==> config.mk <==
export PLATFORM = sky130hd
export DESIGN_NAME = game_ctrl
export DESIGN_NICKNAME = d
export VERILOG_FILES = /design/src/rtl/game_pkg.sv /design/src/rtl/cor_click_det.sv /design/src/rtl/game_ctrl.sv
export SDC_FILE = /design/constraint.sdc
export NUM_CORES = 1
export LEC_CHECK = 0
export ABC_AREA = 1
export CORE_MARGIN = 2
export CORE_UTILIZATION = 55
export DETAILED_ROUTE_END_ITERATION = 8
export GPL_TIMING_DRIVEN = 0
export PLACE_DENSITY = 0.95
export SLEW_MARGIN = 20
export SYNTH_ARGS = -nofsm -noshare
export SYNTH_HDL_FRONTEND = slang
export SYNTH_SLANG_ARGS = --single-unit
==> constraint.sdc <==
create_clock -name clk -period 6.35 [get_ports clk]
set_clock_uncertainty 0.15 [all_clocks]
set_input_delay 0.9525 -clock clk [delete_from_list [all_inputs] [get_ports clk]]
set_output_delay 0.9525 -clock clk [all_outputs]
set_load 0.05 [all_outputs]
==> src/rtl/game_pkg.sv <==
// Shared types and constants for the warships turn controller.
package game_pkg;

  typedef enum logic [3:0] {
    StClear    = 4'd0,
    StPlace    = 4'd1,
    StPlaceChk = 4'd2,
    StReady    = 4'd3,
    StAttack   = 4'd4,
    StAtkChk   = 4'd5,
    StSend     = 4'd6,
    StWaitRes  = 4'd7,
    StDefend   = 4'd8,
    StDefChk   = 4'd9,
    StAnswer   = 4'd10,
    StWin      = 4'd11,
    StLose     = 4'd12
  } state_e;

  localparam logic [1:0] CellEmpty = 2'd0;
  localparam logic [1:0] CellShip  = 2'd1;
  localparam logic [1:0] CellMiss  = 2'd2;
  localparam logic [1:0] CellHit   = 2'd3;

  localparam logic [7:0] NoCor = 8'hFF;

  localparam int unsigned GridNDefault = 10;

  function automatic logic cor_in_grid(input logic [7:0] cor, input int unsigned grid_n);
    return ({28'd0, cor[7:4]} < grid_n) && ({28'd0, cor[3:0]} < grid_n);
  endfunction

endpackage

==> src/rtl/cor_click_det.sv <==
// Turns a coordinate level (8'hFF = none) into a one-cycle click pulse for in-grid cells.
module cor_click_det
  import game_pkg::*;
#(
  parameter int unsigned GridN = GridNDefault
) (
  input  logic       clk_i,
  input  logic       rst_i,
  input  logic [7:0] cor_i,
  output logic       click_o,
  output logic [7:0] cor_o
);

  logic [7:0] cor_q, cor_d;

  always_comb begin
    cor_d = cor_i;
  end

  always_ff @(posedge clk_i or posedge rst_i) begin
    if (rst_i) begin
      cor_q <= NoCor;
    end else begin
      cor_q <= cor_d;
    end
  end

  always_comb begin
    click_o = (cor_q == NoCor) && (cor_i != NoCor) && cor_in_grid(cor_i, GridN);
    cor_o   = cor_i;
  end

endmodule

==> src/rtl/game_ctrl.sv <==
// Warships turn sequencer: board clear, ship placement, attack/defend turns, win/lose.
module game_ctrl
  import game_pkg::*;
#(
  parameter int unsigned SHIP_CELLS   = 10,
  parameter int unsigned GRID_N       = GridNDefault,
  parameter bit          PLAYER_FIRST = 1'b1
) (
  input  logic       clk,
  input  logic       rst,
  input  logic       start_btn,
  input  logic [7:0] player_cor,
  input  logic [7:0] enemy_cor,
  output logic [7:0] pb_addr,
  output logic       pb_we,
  output logic [1:0] pb_wdata,
  input  logic [1:0] pb_rdata,
  output logic [7:0] eb_addr,
  output logic       eb_we,
  output logic [1:0] eb_wdata,
  input  logic [1:0] eb_rdata,
  output logic       tx_valid,
  output logic [7:0] tx_cor,
  input  logic       tx_ready,
  input  logic       rx_res_valid,
  input  logic       rx_res_hit,
  input  logic       rx_shot_valid,
  input  logic [7:0] rx_shot_cor,
  output logic       res_valid,
  output logic       res_hit,
  input  logic       res_ready,
  output logic [3:0] state,
  output logic       win,
  output logic       lose
);

  localparam int unsigned CntW = $clog2(SHIP_CELLS + 1);
  localparam logic [CntW-1:0] ShipCnt = CntW'(SHIP_CELLS);

  state_e          state_q, state_d;
  logic [7:0]      clr_addr_q, clr_addr_d;
  logic            rd_wait_q, rd_wait_d;
  logic            start_q, start_d;
  logic [7:0]      pb_addr_q, pb_addr_d, eb_addr_q, eb_addr_d;
  logic            pb_we_q, pb_we_d, eb_we_q, eb_we_d;
  logic [1:0]      pb_wdata_q, pb_wdata_d, eb_wdata_q, eb_wdata_d;
  logic            tx_valid_q, tx_valid_d;
  logic [7:0]      tx_cor_q, tx_cor_d;
  logic            res_valid_q, res_valid_d, res_hit_q, res_hit_d;
  logic            win_q, win_d, lose_q, lose_d;
  logic [CntW-1:0] placed_q, placed_d, hits_q, hits_d, lost_q, lost_d;

  logic       p_click, e_click, start_rise;
  logic [7:0] p_cor, e_cor;

  cor_click_det #(.GridN(GRID_N)) u_player_det (
    .clk_i   (clk),
    .rst_i   (rst),
    .cor_i   (player_cor),
    .click_o (p_click),
    .cor_o   (p_cor)
  );

  cor_click_det #(.GridN(GRID_N)) u_enemy_det (
    .clk_i   (clk),
    .rst_i   (rst),
    .cor_i   (enemy_cor),
    .click_o (e_click),
    .cor_o   (e_cor)
  );

  always_comb begin
    start_d    = start_btn;
    start_rise = start_btn && !start_q;
  end

  always_comb begin
    state_d     = state_q;
    clr_addr_d  = clr_addr_q;
    rd_wait_d   = 1'b0;
    pb_addr_d   = pb_addr_q;
    pb_we_d     = 1'b0;
    pb_wdata_d  = pb_wdata_q;
    eb_addr_d   = eb_addr_q;
    eb_we_d     = 1'b0;
    eb_wdata_d  = eb_wdata_q;
    tx_valid_d  = tx_valid_q;
    tx_cor_d    = tx_cor_q;
    res_valid_d = res_valid_q;
    res_hit_d   = res_hit_q;
    win_d       = win_q;
    lose_d      = lose_q;
    placed_d    = placed_q;
    hits_d      = hits_q;
    lost_d      = lost_q;

    // Check states spend one cycle waiting for the board read data.
    unique case (state_q)
      StClear: begin
        pb_we_d    = 1'b1;
        eb_we_d    = 1'b1;
        pb_addr_d  = clr_addr_q;
        eb_addr_d  = clr_addr_q;
        pb_wdata_d = CellEmpty;
        eb_wdata_d = CellEmpty;
        clr_addr_d = clr_addr_q + 8'd1;
        if (clr_addr_q == 8'hFF) begin
          placed_d = '0;
          hits_d   = '0;
          lost_d   = '0;
          win_d    = 1'b0;
          lose_d   = 1'b0;
          state_d  = StPlace;
        end
      end
      StPlace: begin
        if (p_click) begin
          pb_addr_d = p_cor;
          state_d   = StPlaceChk;
        end
      end
      StPlaceChk: begin
        if (!rd_wait_q) begin
          rd_wait_d = 1'b1;
        end else begin
          if (pb_rdata == CellEmpty) begin
            pb_we_d    = 1'b1;
            pb_wdata_d = CellShip;
            placed_d   = placed_q + CntW'(1);
          end
          state_d = (placed_d == ShipCnt) ? StReady : StPlace;
        end
      end
      StReady: begin
        if (start_rise) state_d = PLAYER_FIRST ? StAttack : StDefend;
      end
      StAttack: begin
        if (e_click) begin
          eb_addr_d = e_cor;
          state_d   = StAtkChk;
        end
      end
      StAtkChk: begin
        if (!rd_wait_q) begin
          rd_wait_d = 1'b1;
        end else if (eb_rdata != CellEmpty) begin
          state_d = StAttack;
        end else begin
          tx_cor_d   = eb_addr_q;
          tx_valid_d = 1'b1;
          state_d    = StSend;
        end
      end
      StSend: begin
        if (tx_ready) begin
          tx_valid_d = 1'b0;
          state_d    = StWaitRes;
        end
      end
      StWaitRes: begin
        if (rx_res_valid) begin
          eb_we_d    = 1'b1;
          eb_addr_d  = tx_cor_q;
          eb_wdata_d = rx_res_hit ? CellHit : CellMiss;
          if (rx_res_hit) hits_d = hits_q + CntW'(1);
          if (hits_d == ShipCnt) begin
            win_d   = 1'b1;
            state_d = StWin;
          end else begin
            state_d = StDefend;
          end
        end
      end
      StDefend: begin
        if (rx_shot_valid) begin
          if (cor_in_grid(rx_shot_cor, GRID_N)) begin
            pb_addr_d = rx_shot_cor;
            state_d   = StDefChk;
          end else begin
            res_hit_d   = 1'b0;
            res_valid_d = 1'b1;
            state_d     = StAnswer;
          end
        end
      end
      StDefChk: begin
        if (!rd_wait_q) begin
          rd_wait_d = 1'b1;
        end else begin
          case (pb_rdata)
            CellShip: begin
              pb_we_d    = 1'b1;
              pb_wdata_d = CellHit;
              res_hit_d  = 1'b1;
              lost_d     = lost_q + CntW'(1);
            end
            CellHit: res_hit_d = 1'b1;
            default: begin
              pb_we_d    = 1'b1;
              pb_wdata_d = CellMiss;
              res_hit_d  = 1'b0;
            end
          endcase
          res_valid_d = 1'b1;
          state_d     = StAnswer;
        end
      end
      StAnswer: begin
        if (res_ready) begin
          res_valid_d = 1'b0;
          if (lost_q == ShipCnt) begin
            lose_d  = 1'b1;
            state_d = StLose;
          end else begin
            state_d = StAttack;
          end
        end
      end
      StWin, StLose: begin
        if (start_rise) begin
          clr_addr_d = 8'd0;
          placed_d   = '0;
          hits_d     = '0;
          lost_d     = '0;
          win_d      = 1'b0;
          lose_d     = 1'b0;
          state_d    = StClear;
        end
      end
      default: state_d = StClear;
    endcase
  end

  always_ff @(posedge clk or posedge rst) begin
    if (rst) begin
      state_q     <= StClear;
      clr_addr_q  <= 8'd0;
      rd_wait_q   <= 1'b0;
      start_q     <= 1'b0;
      pb_addr_q   <= 8'd0;
      pb_we_q     <= 1'b0;
      pb_wdata_q  <= 2'd0;
      eb_addr_q   <= 8'd0;
      eb_we_q     <= 1'b0;
      eb_wdata_q  <= 2'd0;
      tx_valid_q  <= 1'b0;
      tx_cor_q    <= NoCor;
      res_valid_q <= 1'b0;
      res_hit_q   <= 1'b0;
      win_q       <= 1'b0;
      lose_q      <= 1'b0;
      placed_q    <= '0;
      hits_q      <= '0;
      lost_q      <= '0;
    end else begin
      state_q     <= state_d;
      clr_addr_q  <= clr_addr_d;
      rd_wait_q   <= rd_wait_d;
      start_q     <= start_d;
      pb_addr_q   <= pb_addr_d;
      pb_we_q     <= pb_we_d;
      pb_wdata_q  <= pb_wdata_d;
      eb_addr_q   <= eb_addr_d;
      eb_we_q     <= eb_we_d;
      eb_wdata_q  <= eb_wdata_d;
      tx_valid_q  <= tx_valid_d;
      tx_cor_q    <= tx_cor_d;
      res_valid_q <= res_valid_d;
      res_hit_q   <= res_hit_d;
      win_q       <= win_d;
      lose_q      <= lose_d;
      placed_q    <= placed_d;
      hits_q      <= hits_d;
      lost_q      <= lost_d;
    end
  end

  assign state     = state_q;
  assign pb_addr   = pb_addr_q;
  assign pb_we     = pb_we_q;
  assign pb_wdata  = pb_wdata_q;
  assign eb_addr   = eb_addr_q;
  assign eb_we     = eb_we_q;
  assign eb_wdata  = eb_wdata_q;
  assign tx_valid  = tx_valid_q;
  assign tx_cor    = tx_cor_q;
  assign res_valid = res_valid_q;
  assign res_hit   = res_hit_q;
  assign win       = win_q;
  assign lose      = lose_q;

endmodule

== Word level (Yosys, flattened, before mapping) ==
Index checks and enable logic that the tools add are counted.

* Register bits after elaboration: 77
* Output and inout port bits: 39
* Word-level logic and storage cells: 196

* Equality and inequality tests: 42
* Muxes and demuxes: 80
* Order comparisons: 6
* Reductions and logical operators: 42
* Bitwise operators: 1
* $add $sub $neg: 4

{| class="wikitable"
|+ Operator list
! kind !! count
|-
| $mux 4 || 24
|-
| $mux 8 || 6
|-
| $pmux 4 s12 || 1
|-
| $pmux 8 s3 || 2
|-
| $ne 2x2->1 const B || 20
|-
| $pmux 4 s3 || 3
|-
| $eq 4x4->1 const B || 8
|-
| $mux 1 || 25
|-
| $reduce_and 5->1 || 5
|-
| $eq 8x8->1 const B || 3
|-
| $lt 4x4->1 const B || 6
|-
| $reduce_bool 3->1 || 8
|-
| $reduce_and 4->1 || 5
|-
| $eq 4x3->1 const B || 4
|-
| $mux 2 || 8
|-
| $ne 8x8->1 const B || 2
|-
| $pmux 8 s2 || 1
|-
| $add 4x1->4 const B || 3
|-
| $pmux 1 s3 || 4
|-
| $reduce_and 12->1 || 1
|-
| $reduce_bool 2->1 || 5
|-
| $add 8x1->8 const B || 1
|-
| $eq 4x2->1 const B || 2
|-
| $logic_and 1x1->1 || 8
|-
| other kinds (14) || 20
|}

== Depth between registers and ports, before layout ==
Gate-level depths: netlist of the first run.

* Depth in word-level cells: 8
* Mapped depth: 11

== Modules after synthesis ==
A second synthesis of the first run with hierarchy kept.

* Cell total of the unflattened synthesis: 553
* Area, all modules: 4201.5 um^2

{| class="wikitable"
|+ Modules (own cells, without submodules)
! module !! cells each !! times used !! area each (um^2)
|-
| game_ctrl || 497 || 1 || 3565.9
|-
| cor_click_det || 28 || 2 || 317.8
|}

== Worst setup path before layout of the first run ==
Ideal clock, no wire load.

* Kind: input to register
* From: in player_cor[5]
* To: reg pb_addr_q[0] (netlist: pb_addr[0])
* Setup slack: 4.221 ns
* Path buffers: 1
* Data arrival time: 1.852 ns
* Cell stages on the path: 7
* Required time: 6.073 ns
* Cell sequence: o21ai_0 -> nand2_1 -> o21ai_0 -> nand3_2 -> buf_2 -> nand2_1 -> o21ai_0

* Longest elaborated chain between the ends: 5

{| class="wikitable"
|+ Ends and longest elaborated chain
! what !! RTL line !! text
|-
| start: declaration || game_ctrl.sv:12 || <nowiki>input logic [7:0] player_cor,</nowiki>
|-
| $lt 4x4->1 or $ne 8x8->1 (tied branches) || game_pkg.sv:30, cor_click_det.sv:29 ||
|-
| $logic_and 1x1->1 (on tied branches) || game_pkg.sv:30, cor_click_det.sv:29 ||
|-
| $logic_and 1x1->1 * || cor_click_det.sv:29 || <nowiki>click_o = (cor_q == NoCor) && (cor_i != NoCor) && cor_in_grid(cor_i, GridN);</nowiki>
|-
| $ne 2x2->1 (no source line) * || -- ||
|-
| $reduce_and 4->1 (no source line) * || -- ||
|-
| end signal: assignment || game_ctrl.sv:260 || <nowiki>pb_addr_q <= pb_addr_d;</nowiki>
|-
| end: declaration || game_ctrl.sv:44 || <nowiki>logic [7:0] pb_addr_q, pb_addr_d, eb_addr_q, eb_addr_d;</nowiki>
|}

Mark *: on every way between the ends. The rest lies on a longest branch, timed or not.
A chain may end at the register's enable or synchronous reset.

== Worst setup path in the final report of the first run ==
* From: reg state_q[2] (netlist: state[2])
* To: out state[2]

{| class="wikitable"
|+ RTL lines
! what !! RTL line !! text
|-
| start: declaration || game_ctrl.sv:40 || <nowiki>state_e state_q, state_d;</nowiki>
|-
| start signal: assignment || game_ctrl.sv:236 || <nowiki>state_q <= StClear;</nowiki>
|-
| start signal: assignment || game_ctrl.sv:256 || <nowiki>state_q <= state_d;</nowiki>
|-
| end: declaration || game_ctrl.sv:32 || <nowiki>output logic [3:0] state,</nowiki>
|}

No word-level cell between the ends.

==> impl_summary.log, run 1 <==
[metrics] status: finished clean
[metrics] most used flip-flop cell after synthesis: sky130_fd_sc_hd__dfrtp_1
[metrics] required time of the worst setup path: 5.25 ns
[metrics] die outline width: between 80 and 90 µm
[metrics] proportion of register bits with asynchronous set or reset after synthesis: 100%
[metrics] Congestion Overflow GR: 0
[metrics] reg2reg end: state[0]$_DFFE_PP0P_
[metrics] relative slew slack: 64.7%
[metrics] arrival time of data at the critical path endpoint: 1.80 ns
[metrics] Placed Cells: 690
[metrics] Worst R2R Setup Slack: 4.26 ns
[metrics] CTS tree: yes
[metrics] cell-by-cell trace of the critical path: clkdlybuf4s50_1
[metrics] first-iteration detailed-routing DRC count: 262
[metrics] largest fanout on the critical path: 8
[metrics] number of antenna violations at the first check in global routing: 0
[metrics] top achievable clock speed: 0.344 GHz
[metrics] Post-CTS Setup Bufs: 0
[metrics] number of top-level pins: 75
[metrics] wire length of the first global-routing pass: approximately 17000 µm
[metrics] unrepaired setup endpoints after global routing: false
[metrics] FF-to-FF Start: clr_addr_q[0]$_DFFE_PP0P_
[metrics] wire length reported by the detailed router: 10200 µm
[metrics] count of buffers from port buffering: 73
[metrics] Antenna Cells: 0
[metrics] per-instance average area after synthesis: ~7.6 µm²
[metrics] Register-to-Register Path Depth: 10
[metrics] class of the most critical setup path: flop to output port
[metrics] max-slew violation total from the final report: 0
[metrics] number of gates resized after CTS: 0
[metrics] sequential fraction of design power: 31.8%
[metrics] power density cells: 454 nW/µm²
[metrics] Peak VDD IR: 0.000263 V
[metrics] fraction of layout cells with a size suffix above 1: a little under an eighth
[metrics] CTS buffer count: 9
[metrics] top-count cell post-synth: sky130_fd_sc_hd__nand2_1
[metrics] biggest area contributors in the synthesized netlist: sky130_fd_sc_hd__dfrtp_1 (33%), sky130_fd_sc_hd__dfstp_2 (16%), sky130_fd_sc_hd__nand2_1 (15%)
[metrics] reported leakage power: 2.35 nW
[metrics] crit path capture type: output port
[metrics] Global Route Usage Sum: 27.4%
[metrics] routed vias/inst: about 5.4
[metrics] delay of the slowest critical-path stage: ~0.9 ns
[metrics] critical path launch point type: flop
[metrics] clock transition at the register clock pins on the worst setup and hold paths after CTS: ~0.080 ns
[metrics] worst hold-check slack: 0.340 ns
[metrics] clk sinks: 77
[metrics] number of vias after detailed routing: 3817
[metrics] ratio of final minimum period to clock period: 45.7%
[metrics] commonest cells in the synthesized netlist: sky130_fd_sc_hd__nand2_1 (163), sky130_fd_sc_hd__inv_1 (55), sky130_fd_sc_hd__nor2_1 (55)
[metrics] final setup violation count: 0
[metrics] Net Switching: 1.09 mW
[metrics] Yosys top cell by area: sky130_fd_sc_hd__dfrtp_1
[metrics] pin count of the biggest net entering global routing: 42
[metrics] Cells after Synth: 520
[metrics] net count after synthesis: ~560
[metrics] cell area after technology mapping: 3980 µm²
[metrics] count of nets after finishing: 646
[metrics] slowest cell on the critical path: sky130_fd_sc_hd__clkdlybuf4s50_1
[metrics] clock latency on the worst-skew pair: 0.35 ns
[metrics] number of levels the H-tree was split into: 3
[metrics] Area Growth Syn to Fin: 27.1%
[metrics] routed len/inst: 14.4 µm
[metrics] class of the most critical hold timing path: flop to flop
[metrics] Worst Setup SP: state[2]$_DFFE_PP0P_
[metrics] Internal Pwr Total: 1.21 mW
[metrics] CP endpoint: state[2]
[metrics] Setup TNS: 0 ns
[metrics] Antenna Violating Nets Remaining: 0
[metrics] largest delay contributor family on the critical path: buffers and inverters
[metrics] Max-cap violations: 0
[metrics] Design Power: 2.30 mW
[metrics] number of storage elements in the synthesis netlist: 77
[metrics] Hold Fails Final Rpt: 0
[metrics] die boundary height: 89.0 µm
[metrics] count of flip-flops with a built-in enable after synthesis: 0
[metrics] Sw Share: 47.3%
[metrics] Non-Filler Instances: 705
[metrics] via count of the first global-routing pass: 3793
[metrics] actual transition at the worst max-transition pin: roughly 0.53 ns
[metrics] clock network fraction of total power: roughly 17%
[metrics] sequential-to-total area share from yosys stat: around half
[metrics] part of the total power dissipated in combinational logic: 51.1%
[metrics] remaining design rule violation count: 0
[metrics] standard-cell row count: 30
[metrics] fraction of post-synthesis cell area in the top cell type by area: 33.4%
[metrics] Die Area: approximately 8000 µm²
[metrics] Min-Delay Startpoint: pb_addr[0]$_DFFE_PP0P_
[metrics] unique cell type count in the Yosys netlist: 32
[metrics] RePlAce Congestion: a little under 1
[metrics] Crit. path cell count: 1
[metrics] core area: 6910 µm²
[metrics] number of buffers on the longest clock path: 2
[metrics] Post-CTS Hold Buffers: 0
[metrics] YS warnings: 0
[metrics] Buffers & Inverters on Critical Path: 1
[metrics] detailed-placement wirelength estimate: 7740 µm
[metrics] number of detailed-route iterations in the first pass: 6
[metrics] starting density of the core: 57.6%
[metrics] final critical path time including I/O delays and setup: 2.90 ns
[metrics] master cell of the clock root buffer: sky130_fd_sc_hd__clkbuf_8
-- per-layer routing --
metal	GRT usage, %	vias to the layer above	share of wire, %
met5	0	-	0
met4	9.50	0	1.5
met3	6.93	16	6.7
met2	45.9	145	49
met1	34.9	1821	43
li1	-	1835	-
-- final cells by class --
cell class / count / area (µm²)
sequential: 77 / 1960
fill: 557 / 1850
multi-input combinational: 376 / 1750
timing repair buffer: 74 / 751
inverter: 60 / 228
clock buffer: 10 / 128
tap: 96 / 120
clock inverter: 5 / 77.6
buffer: 7 / 40.0
-- worst min path at each step --
stage,cells after the start,endpoint
finish,2,pb_addr[0]$_DFFE_PP0P_
global placement,2,pb_addr[2]$_DFFE_PP0P_
global route,2,pb_addr[2]$_DFFE_PP0P_
floorplan,2,hits_q[3]$_DFFE_PP0P_
detailed placement,2,pb_addr[0]$_DFFE_PP0P_
CTS,2,pb_addr[0]$_DFFE_PP0P_
-- sequential cells by signal, summed over array words and instances, names as in the netlist --
signal              cells
clr_addr_q              8
eb_addr                 8
eb_wdata                2
eb_we                   1
hits_q                  4
lose                    1
lost_q                  4
pb_addr                 8
pb_wdata                2
pb_we                   1
placed_q                4
rd_wait_q               1
res_hit                 1
res_valid               1
start_q                 1
state                   4
tx_cor                  8
tx_valid                1
u_enemy_det.cor_q       8
u_player_det.cor_q      8
win                     1
-- cell families (layout without fill, tap and decap cells) --
kind of cell,after synthesis,count (layout),synth area share [%]
adders and majority gates,5,5,1.57
DFF,77,77,49.2
AOI/OAI and AO/OA,90,90,12.2
and+or+nand+nor,277,277,29.5
buffers and inverters,67,156,6.67
xor gates and xnor gates,4,4,0.881
-- placed cells by master, fill, tap and decap left out, types with 5 or more instances in the layout --
cell type and count:
sky130_fd_sc_hd__nand3_1 32, sky130_fd_sc_hd__clkdlybuf4s50_1 73, sky130_fd_sc_hd__nor2_1 55, sky130_fd_sc_hd__nor3_1 5, sky130_fd_sc_hd__dfrtp_1 53, sky130_fd_sc_hd__inv_1 54, sky130_fd_sc_hd__ha_1 5, sky130_fd_sc_hd__buf_2 5
sky130_fd_sc_hd__nand2_1 163, sky130_fd_sc_hd__nand2_2 6, sky130_fd_sc_hd__clkbuf_8 9, sky130_fd_sc_hd__inv_2 5, sky130_fd_sc_hd__dfstp_2 24, sky130_fd_sc_hd__a21oi_1 26, sky130_fd_sc_hd__o21ai_0 50, sky130_fd_sc_hd__nor2_2 6
-- power groups by stage --
stage / Combinational (mW) / Clock [mW] / Sequential, mW
after detailed placement: 1.16 / 0 / 0.736
after global placement: 1.13 / 0 / 0.731
after CTS: 1.17 / 0.398 / 0.728
after global routing: 1.28 / 0.419 / 0.743
after floorplan: 0.517 / 0 / 1.02
final: 1.17 / 0.394 / 0.730
-- metrics by stage --
stage / setup WS, ns / util, % / instance area [µm²]
6_report: 3.45 / 73.2 / 5050
5_1_grt: 3.42 / 73.2 / 5050
4_1_cts: 3.46 / 73.2 / 5050
3_5_place_dp: 3.41 / 70.2 / 4850
3_3_place_gp: 2.19 / 69.9 / 4830
2_1_floorplan: 3.32 / - / 3980
(Power assumes the default switching activity.)
==> run 2, diff against run 1 <==
--- a/config.mk
+++ b/config.mk
@@ -7,10 +7,10 @@
 export LEC_CHECK = 0
 export ABC_AREA = 1
 export CORE_MARGIN = 2
-export CORE_UTILIZATION = 55
+export CORE_UTILIZATION = 52
 export DETAILED_ROUTE_END_ITERATION = 8
 export GPL_TIMING_DRIVEN = 0
-export PLACE_DENSITY = 0.95
+export PLACE_DENSITY = 0.91
 export SLEW_MARGIN = 20
 export SYNTH_ARGS = -nofsm -noshare
 export SYNTH_HDL_FRONTEND = slang
==> constraint.sdc (replaced) <==
create_clock -name clk -period 2.8 [get_ports clk]
set_clock_uncertainty 0.15 [all_clocks]
set_input_delay 0.42 -clock clk [delete_from_list [all_inputs] [get_ports clk]]
set_output_delay 0.42 -clock clk [all_outputs]
set_load 0.05 [all_outputs]
==> impl_summary.log, run 2 (synthesized netlist as in run 1, its figures left out) <==
[metrics] status: finished clean (unchanged)
[metrics] Die Area: 8360 µm² (was 7930 µm²)
[metrics] cell-by-cell trace of the critical path: clkdlybuf4s50_1 (unchanged)
[metrics] placed standard-cell area: 4860 µm² (was 4850 µm²)
[metrics] Design Power: 5.33 mW (was 2.30 mW)
[metrics] worst hold-check slack: 0.250 ns (was 0.340 ns)
[metrics] Buffers & Inverters on Critical Path: 1 (unchanged)
[metrics] Non-Filler Instances: 709 (was 705)
[metrics] power density cells: 1040 nW/µm² (was 454 nW/µm²)
[metrics] wire length reported by the detailed router: 10300 µm (was 10200 µm)
[metrics] number of buffers on the longest clock path: 2 (unchanged)
[metrics] commonest cells after routing, fill and taps aside: sky130_fd_sc_hd__nand2_1 (163), sky130_fd_sc_hd__clkdlybuf4s50_1 (73), sky130_fd_sc_hd__nor2_1 (55) (unchanged)
[metrics] Hold Fails Final Rpt: 0 (unchanged)
[metrics] Max-cap violations: 0 (unchanged)
[metrics] number of top-level pins: 75 (unchanged)
[metrics] CTS buffer count: 9 (unchanged)
[metrics] via count of the first global-routing pass: 3626 (was 3793)
[metrics] reg2reg end: eb_addr[1]$_DFFE_PP0P_ (was state[0]$_DFFE_PP0P_)
[metrics] fraction of layout cells with a size suffix above 1: 12.0% (was 11.8%)
[metrics] max-slew violation total from the final report: 0 (unchanged)
[metrics] actual transition at the worst max-transition pin: 0.536 ns (was 0.529 ns)
[metrics] ratio of final minimum period to clock period: 84.4%
[metrics] delay of the slowest critical-path stage: 0.90 ns (about the same)
[metrics] count of nets after finishing: 646 (unchanged)
[metrics] slowest cell on the critical path: sky130_fd_sc_hd__clkdlybuf4s50_1 (unchanged)
[metrics] CTS tree: yes (unchanged)
[metrics] required time of the worst setup path: 2.23 ns (was 5.25 ns)
[metrics] standard-cell row count: 31 (was 30)
[metrics] wire length of the first global-routing pass: 17000 µm (was 16800 µm)
[metrics] Placed Cells: 693 (was 690)
[metrics] number of antenna violations at the first check in global routing: 0 (unchanged)
[metrics] routed len/inst: 14.5 µm (was 14.4 µm)
[metrics] Worst R2R Setup Slack: 0.68 ns (was 4.26 ns)
[metrics] master cell of the clock root buffer: sky130_fd_sc_hd__clkbuf_8 (unchanged)
[metrics] total non-filler cell area in the finished layout: 5100 µm² (was 5050 µm²)
[metrics] number of levels the H-tree was split into: 3 (unchanged)
[metrics] critical path launch point type: flop (unchanged)
[metrics] final critical path time including I/O delays and setup: 2.36 ns
[metrics] Register-to-Register Path Depth: 9 (was 10)
[metrics] relative slew slack: 64.1% (was 64.7%)
[metrics] Congestion Overflow GR: 0 (unchanged)
[metrics] number of gates resized after CTS: 0 (unchanged)
[metrics] routed vias/inst: 5.35 (was 5.41)
[metrics] clock latency on the worst-skew pair: 0.36 ns (was 0.35 ns)
[metrics] Post-CTS Setup Bufs: 0 (unchanged)
[metrics] arrival time of data at the critical path endpoint: 1.79 ns (was 1.80 ns)
[metrics] count of buffers from port buffering: 73 (unchanged)
[metrics] number of detailed-route iterations in the first pass: 5 (was 6)
[metrics] number of vias after detailed routing: 3794 (was 3817)
[metrics] Global Route Usage Sum: 26.0% (was 27.4%)
[metrics] die boundary height: 91.4 µm (was 89.0 µm)
[metrics] RePlAce Congestion: 0.946 (was 0.993)
[metrics] unrepaired setup endpoints after global routing: false (unchanged)
[metrics] class of the most critical hold timing path: primary input to async pin (was flop to flop)
[metrics] Antenna Cells: 0 (unchanged)
[metrics] clock transition at the register clock pins on the worst setup and hold paths after CTS: 0.08 ns (about the same)
[metrics] reported leakage power: 2.37 nW (was 2.35 nW)
[metrics] die outline width: 91.4 µm (was 89.0 µm)
[metrics] starting density of the core: 54.2% (was 57.6%)
[metrics] largest fanout on the critical path: 8 (unchanged)
[metrics] largest delay contributor family on the critical path: buffers and inverters (unchanged)
[metrics] leading cell type in the layout, fill and taps excluded: sky130_fd_sc_hd__nand2_1 (unchanged)
[metrics] top achievable clock speed: ~0.42 GHz
[metrics] Area Growth Syn to Fin: 28.3% (was 27.1%)
[metrics] Peak VDD IR: 0.000610 V (was 0.000263 V)
[metrics] crit path capture type: output port (unchanged)
[metrics] clk sinks: 77 (unchanged)
[metrics] first-iteration detailed-routing DRC count: 264 (was 262)
[metrics] pin count of the biggest net entering global routing: 51 (was 42)
[metrics] class of the most critical setup path: flop to output port (unchanged)
[metrics] Antenna Violating Nets Remaining: 0 (unchanged)
[metrics] remaining design rule violation count: 0 (unchanged)
[metrics] Post-CTS Hold Buffers: 0 (unchanged)
[metrics] core occupancy in the finished layout: 69.6% (was 73.2%)
[metrics] FF-to-FF Start: state[1]$_DFFE_PP0P_ (was clr_addr_q[0]$_DFFE_PP0P_)
[metrics] core area: 7330 µm² (was 6910 µm²)
[metrics] final setup violation count: 0 (unchanged)
[metrics] detailed-placement wirelength estimate: 7870 µm (was 7740 µm)
-- run 2: stage by stage --
stage               setup WS, ns  TNS [ns]
global placement          -0.863    -49.35
floorplan                  0.303         0
CTS                        0.434         0
global route               0.395         0
finish                     0.436         0
detailed placement         0.453         0
-- run 2: metal layers --
metal | track usage (%) | wire length, µm
met3 | 4.15 | 593
met4 | 14.0 | 300
met1 | 35.2 | 4580
met5 | 0 | 0
met2 | 40.0 | 4830
-- run 2: layout make-up --
class	instances	area (µm²)
clock inverter	6	111
buffer	7	40.0
inverter	60	228
tap	99	124
timing repair buffer	74	758
sequential	77	1960
fill	538	2230
multi-input combinational	376	1750
clock buffer	10	128
-- run 2: worst max-delay path by stage --
stage	endpoint	startpoint	slack, ns	cells after the start
2_1_floorplan	clr_addr_q[0]$_DFFE_PP0P_	rst	0.30	1
3_3_place_gp	eb_addr[5]$_DFFE_PP0P_	rst	-0.86	2
3_5_place_dp	pb_addr[7]$_DFFE_PP0P_	player_cor[5]	0.45	8
4_1_cts	state[2]	state[2]$_DFFE_PP0P_	0.43	1
5_1_grt	state[2]	state[2]$_DFFE_PP0P_	0.39	1
6_report	state[2]	state[2]$_DFFE_PP0P_	0.44	1
-- run 2: power by group --
group	switching (mW)	internal, mW	total [mW]
combinational	1.83	0.830	2.66
clock	0.410	0.592	1.00
sequential	0.239	1.42	1.66
total	2.48	2.85	5.33
==> run 3, diff against run 2 <==
==> constraint.sdc (replaced) <==
create_clock -name clk -period 2.3 [get_ports clk]
set_clock_uncertainty 0.15 [all_clocks]
set_input_delay 0.345 -clock clk [delete_from_list [all_inputs] [get_ports clk]]
set_output_delay 0.345 -clock clk [all_outputs]
set_load 0.05 [all_outputs]
==> impl_summary.log, run 3 (synthesized netlist as in run 1, its figures left out) <==
[metrics] Area Growth Syn to Fin: 28.1% (was 28.3%)
[metrics] class of the most critical hold timing path: primary input to flop (was primary input to async pin)
[metrics] final setup violation count: 0 (unchanged)
[metrics] Post-CTS Setup Bufs: 0 (unchanged)
[metrics] Setup TNS: 0 ns (unchanged)
[metrics] Peak VDD IR: 0.000781 V (was 0.000610 V)
[metrics] Crit. path cell count: 1 (unchanged)
[metrics] relative slew slack: 64.2% (was 64.1%)
[metrics] number of buffers on the longest clock path: 2 (unchanged)
[metrics] starting density of the core: 54.2% (unchanged)
[metrics] routed vias/inst: 5.32 (was 5.35)
[metrics] number of antenna violations at the first check in global routing: 0 (unchanged)
[metrics] RePlAce Congestion: 0.934 (was 0.946)
[metrics] final critical path time including I/O delays and setup: 2.23 ns
[metrics] commonest cells after routing, fill and taps aside: sky130_fd_sc_hd__nand2_1 (163), sky130_fd_sc_hd__clkdlybuf4s50_1 (72), sky130_fd_sc_hd__nor2_1 (55) (was sky130_fd_sc_hd__nand2_1 (163), sky130_fd_sc_hd__clkdlybuf4s50_1 (73), sky130_fd_sc_hd__nor2_1 (55))
[metrics] Congestion Overflow GR: 0 (unchanged)
[metrics] Post-CTS Hold Buffers: 0 (unchanged)
[metrics] number of top-level pins: 75 (unchanged)
[metrics] leading cell type in the layout, fill and taps excluded: sky130_fd_sc_hd__nand2_1 (unchanged)
[metrics] die boundary height: 91.4 µm (unchanged)
[metrics] ratio of final minimum period to clock period: 97.1%
[metrics] fraction of layout cells with a size suffix above 1: 12.3% (was 12.0%)
[metrics] Placed Cells: 694 (was 693)
[metrics] Buffers & Inverters on Critical Path: 1 (unchanged)
[metrics] reg2reg end: state[1]$_DFFE_PP0P_ (was eb_addr[1]$_DFFE_PP0P_)
[metrics] detailed-placement wirelength estimate: 7860 µm (was 7870 µm)
[metrics] cell-by-cell trace of the critical path: clkdlybuf4s50_1 (unchanged)
[metrics] max-slew violation total from the final report: 0 (unchanged)
[metrics] remaining design rule violation count: 0 (unchanged)
[metrics] arrival time of data at the critical path endpoint: 1.74 ns (was 1.79 ns)
[metrics] total of fill cells in the finished design: 563 (was 538)
[metrics] Min-Delay Startpoint: rx_res_hit
[metrics] actual transition at the worst max-transition pin: 0.535 ns (was 0.536 ns)
[metrics] master cell of the clock root buffer: sky130_fd_sc_hd__clkbuf_8 (unchanged)
[metrics] wire length reported by the detailed router: 10400 µm (was 10300 µm)
[metrics] Antenna Cells: 0 (unchanged)
[metrics] post-placement setup slack: -0.00301 ns (was 0.453 ns)
[metrics] first-iteration detailed-routing DRC count: 277 (was 264)
[metrics] core occupancy in the finished layout: 69.5% (was 69.6%)
[metrics] placed standard-cell area: 4880 µm² (was 4860 µm²)
[metrics] power density cells: 1240 nW/µm² (was 1040 nW/µm²)
[metrics] critical path launch point type: flop (unchanged)
[metrics] number of levels the H-tree was split into: 3 (unchanged)
[metrics] count of buffers from port buffering: 73 (unchanged)
[metrics] Non-Filler Instances: 710 (was 709)
[metrics] Hold Fails Final Rpt: 0 (unchanged)
[metrics] delay of the slowest critical-path stage: 0.86 ns (was 0.90 ns)
[metrics] routed len/inst: 14.6 µm (was 14.5 µm)
[metrics] CTS buffer count: 9 (unchanged)
[metrics] pin count of the biggest net entering global routing: 36 (was 51)
[metrics] number of vias after detailed routing: 3780 (was 3794)
[metrics] CTS tree: yes (unchanged)
[metrics] clock latency on the worst-skew pair: 0.36 ns (about the same)
[metrics] Worst Hold Path Cells: 3
[metrics] crit path capture type: output port (unchanged)
[metrics] final worst-path setup slack: 0.0668 ns (was 0.436 ns)
[metrics] largest delay contributor family on the critical path: buffers and inverters (unchanged)
[metrics] required time of the worst setup path: 1.80 ns (was 2.23 ns)
[metrics] slowest cell on the critical path: sky130_fd_sc_hd__clkdlybuf4s50_1 (unchanged)
[metrics] clock transition at the register clock pins on the worst setup and hold paths after CTS: 0.08 ns (about the same)
[metrics] Max-cap violations: 0 (unchanged)
[metrics] clk sinks: 77 (unchanged)
[metrics] class of the most critical setup path: flop to output port (unchanged)
[metrics] via count of the first global-routing pass: 3636 (was 3626)
[metrics] status: finished clean (unchanged)
[metrics] Antenna Violating Nets Remaining: 0 (unchanged)
[metrics] core area: 7330 µm² (unchanged)
[metrics] sink of the worst hold path: eb_wdata[0]$_DFFE_PP0P_
[metrics] top achievable clock speed: 0.448 GHz
[metrics] die outline width: 91.4 µm (unchanged)
[metrics] FF-to-FF Start: clr_addr_q[0]$_DFFE_PP0P_ (was state[1]$_DFFE_PP0P_)
[metrics] count of nets after finishing: 647 (was 646)
[metrics] Worst R2R Setup Slack: 0.15 ns (was 0.68 ns)
[metrics] Register-to-Register Path Depth: 10 (was 9)
[metrics] number of detailed-route iterations in the first pass: 5 (unchanged)
[metrics] unrepaired setup endpoints after global routing: false (unchanged)
[metrics] largest fanout on the critical path: 8 (unchanged)
[metrics] Die Area: 8360 µm² (unchanged)
[metrics] standard-cell row count: 31 (unchanged)
[metrics] total non-filler cell area in the finished layout: 5090 µm² (was 5100 µm²)
[metrics] wire length of the first global-routing pass: 17200 µm (was 17000 µm)
[metrics] reported leakage power: 2.37 nW (about the same)
[metrics] Global Route Usage Sum: 25.9% (was 26.0%)
==> run 3: cell types whose count changed in the layout (fill, tap and decap cells not counted), sizes merged <==
cell / before / now
buf: 7 / 8
bufinv: 3 / 1
clkdlybuf4s50: 73 / 72
dlymetal6s2s: 0 / 1
clkinvlp: 1 / 3
==> run 3: final cells by class <==
type	count	area (µm²)	share of cell area [%]
repair buffers	75	781	15.3
flip-flops and latches	77	1960	38.4
multi-input cells	376	1750	34.4
clock buffers	10	138	2.70
plain buffers	7	40.0	0.786
inverters	60	229	4.50
well taps	99	124	2.43
clock inverters	6	71.3	1.40
==> run 3: worst max path at each step <==
stage	to	slack, ns	start
global placement	pb_addr[7]$_DFFE_PP0P_	0.08	player_cor[5]
detailed placement	pb_addr[7]$_DFFE_PP0P_	-0.003	player_cor[1]
floorplan	eb_addr[1]$_DFFE_PP0P_	0.30	state[0]$_DFFE_PP0P_
global route	state[1]$_DFFE_PP0P_	0.03	clr_addr_q[0]$_DFFE_PP0P_
finish	state[1]	0.07	state[1]$_DFFE_PP0P_
CTS	state[2]	0.02	state[2]$_DFFE_PP0P_
==> run 3: metrics by stage <==
step                power [mW]  hold slack [ns]
floorplan                 4.23            0.199
global placement          5.14            0.318
detailed placement        5.25            0.333
CTS                       6.33            0.161
global route              6.69            0.201
finish                    6.34            0.168
==> run 3: timing repair <==
item,4_1_cts,5_1_grt
endpoints found under the hold margin,0,0
setup endpoints to repair,0,1
resized for setup,0,1
==> run 3: metal layers <==
| metal | vias up | track usage (%) | wire length, µm |
|---|---|---|---|
| met5 | - | 0 | 0 |
| met4 | 0 | 12.2 | 295 |
| met3 | 28 | 3.98 | 586 |
| met2 | 158 | 40.5 | 4830 |
| met1 | 1754 | 35.3 | 4680 |
| li1 | 1840 | - | - |
==> run 3: report_power, final <==
group,internal (mW),total (mW),switching [mW]
clock,0.538,1.08,0.537
sequential,1.73,2.02,0.289
combinational,1.01,3.24,2.23
total,3.29,6.34,3.05
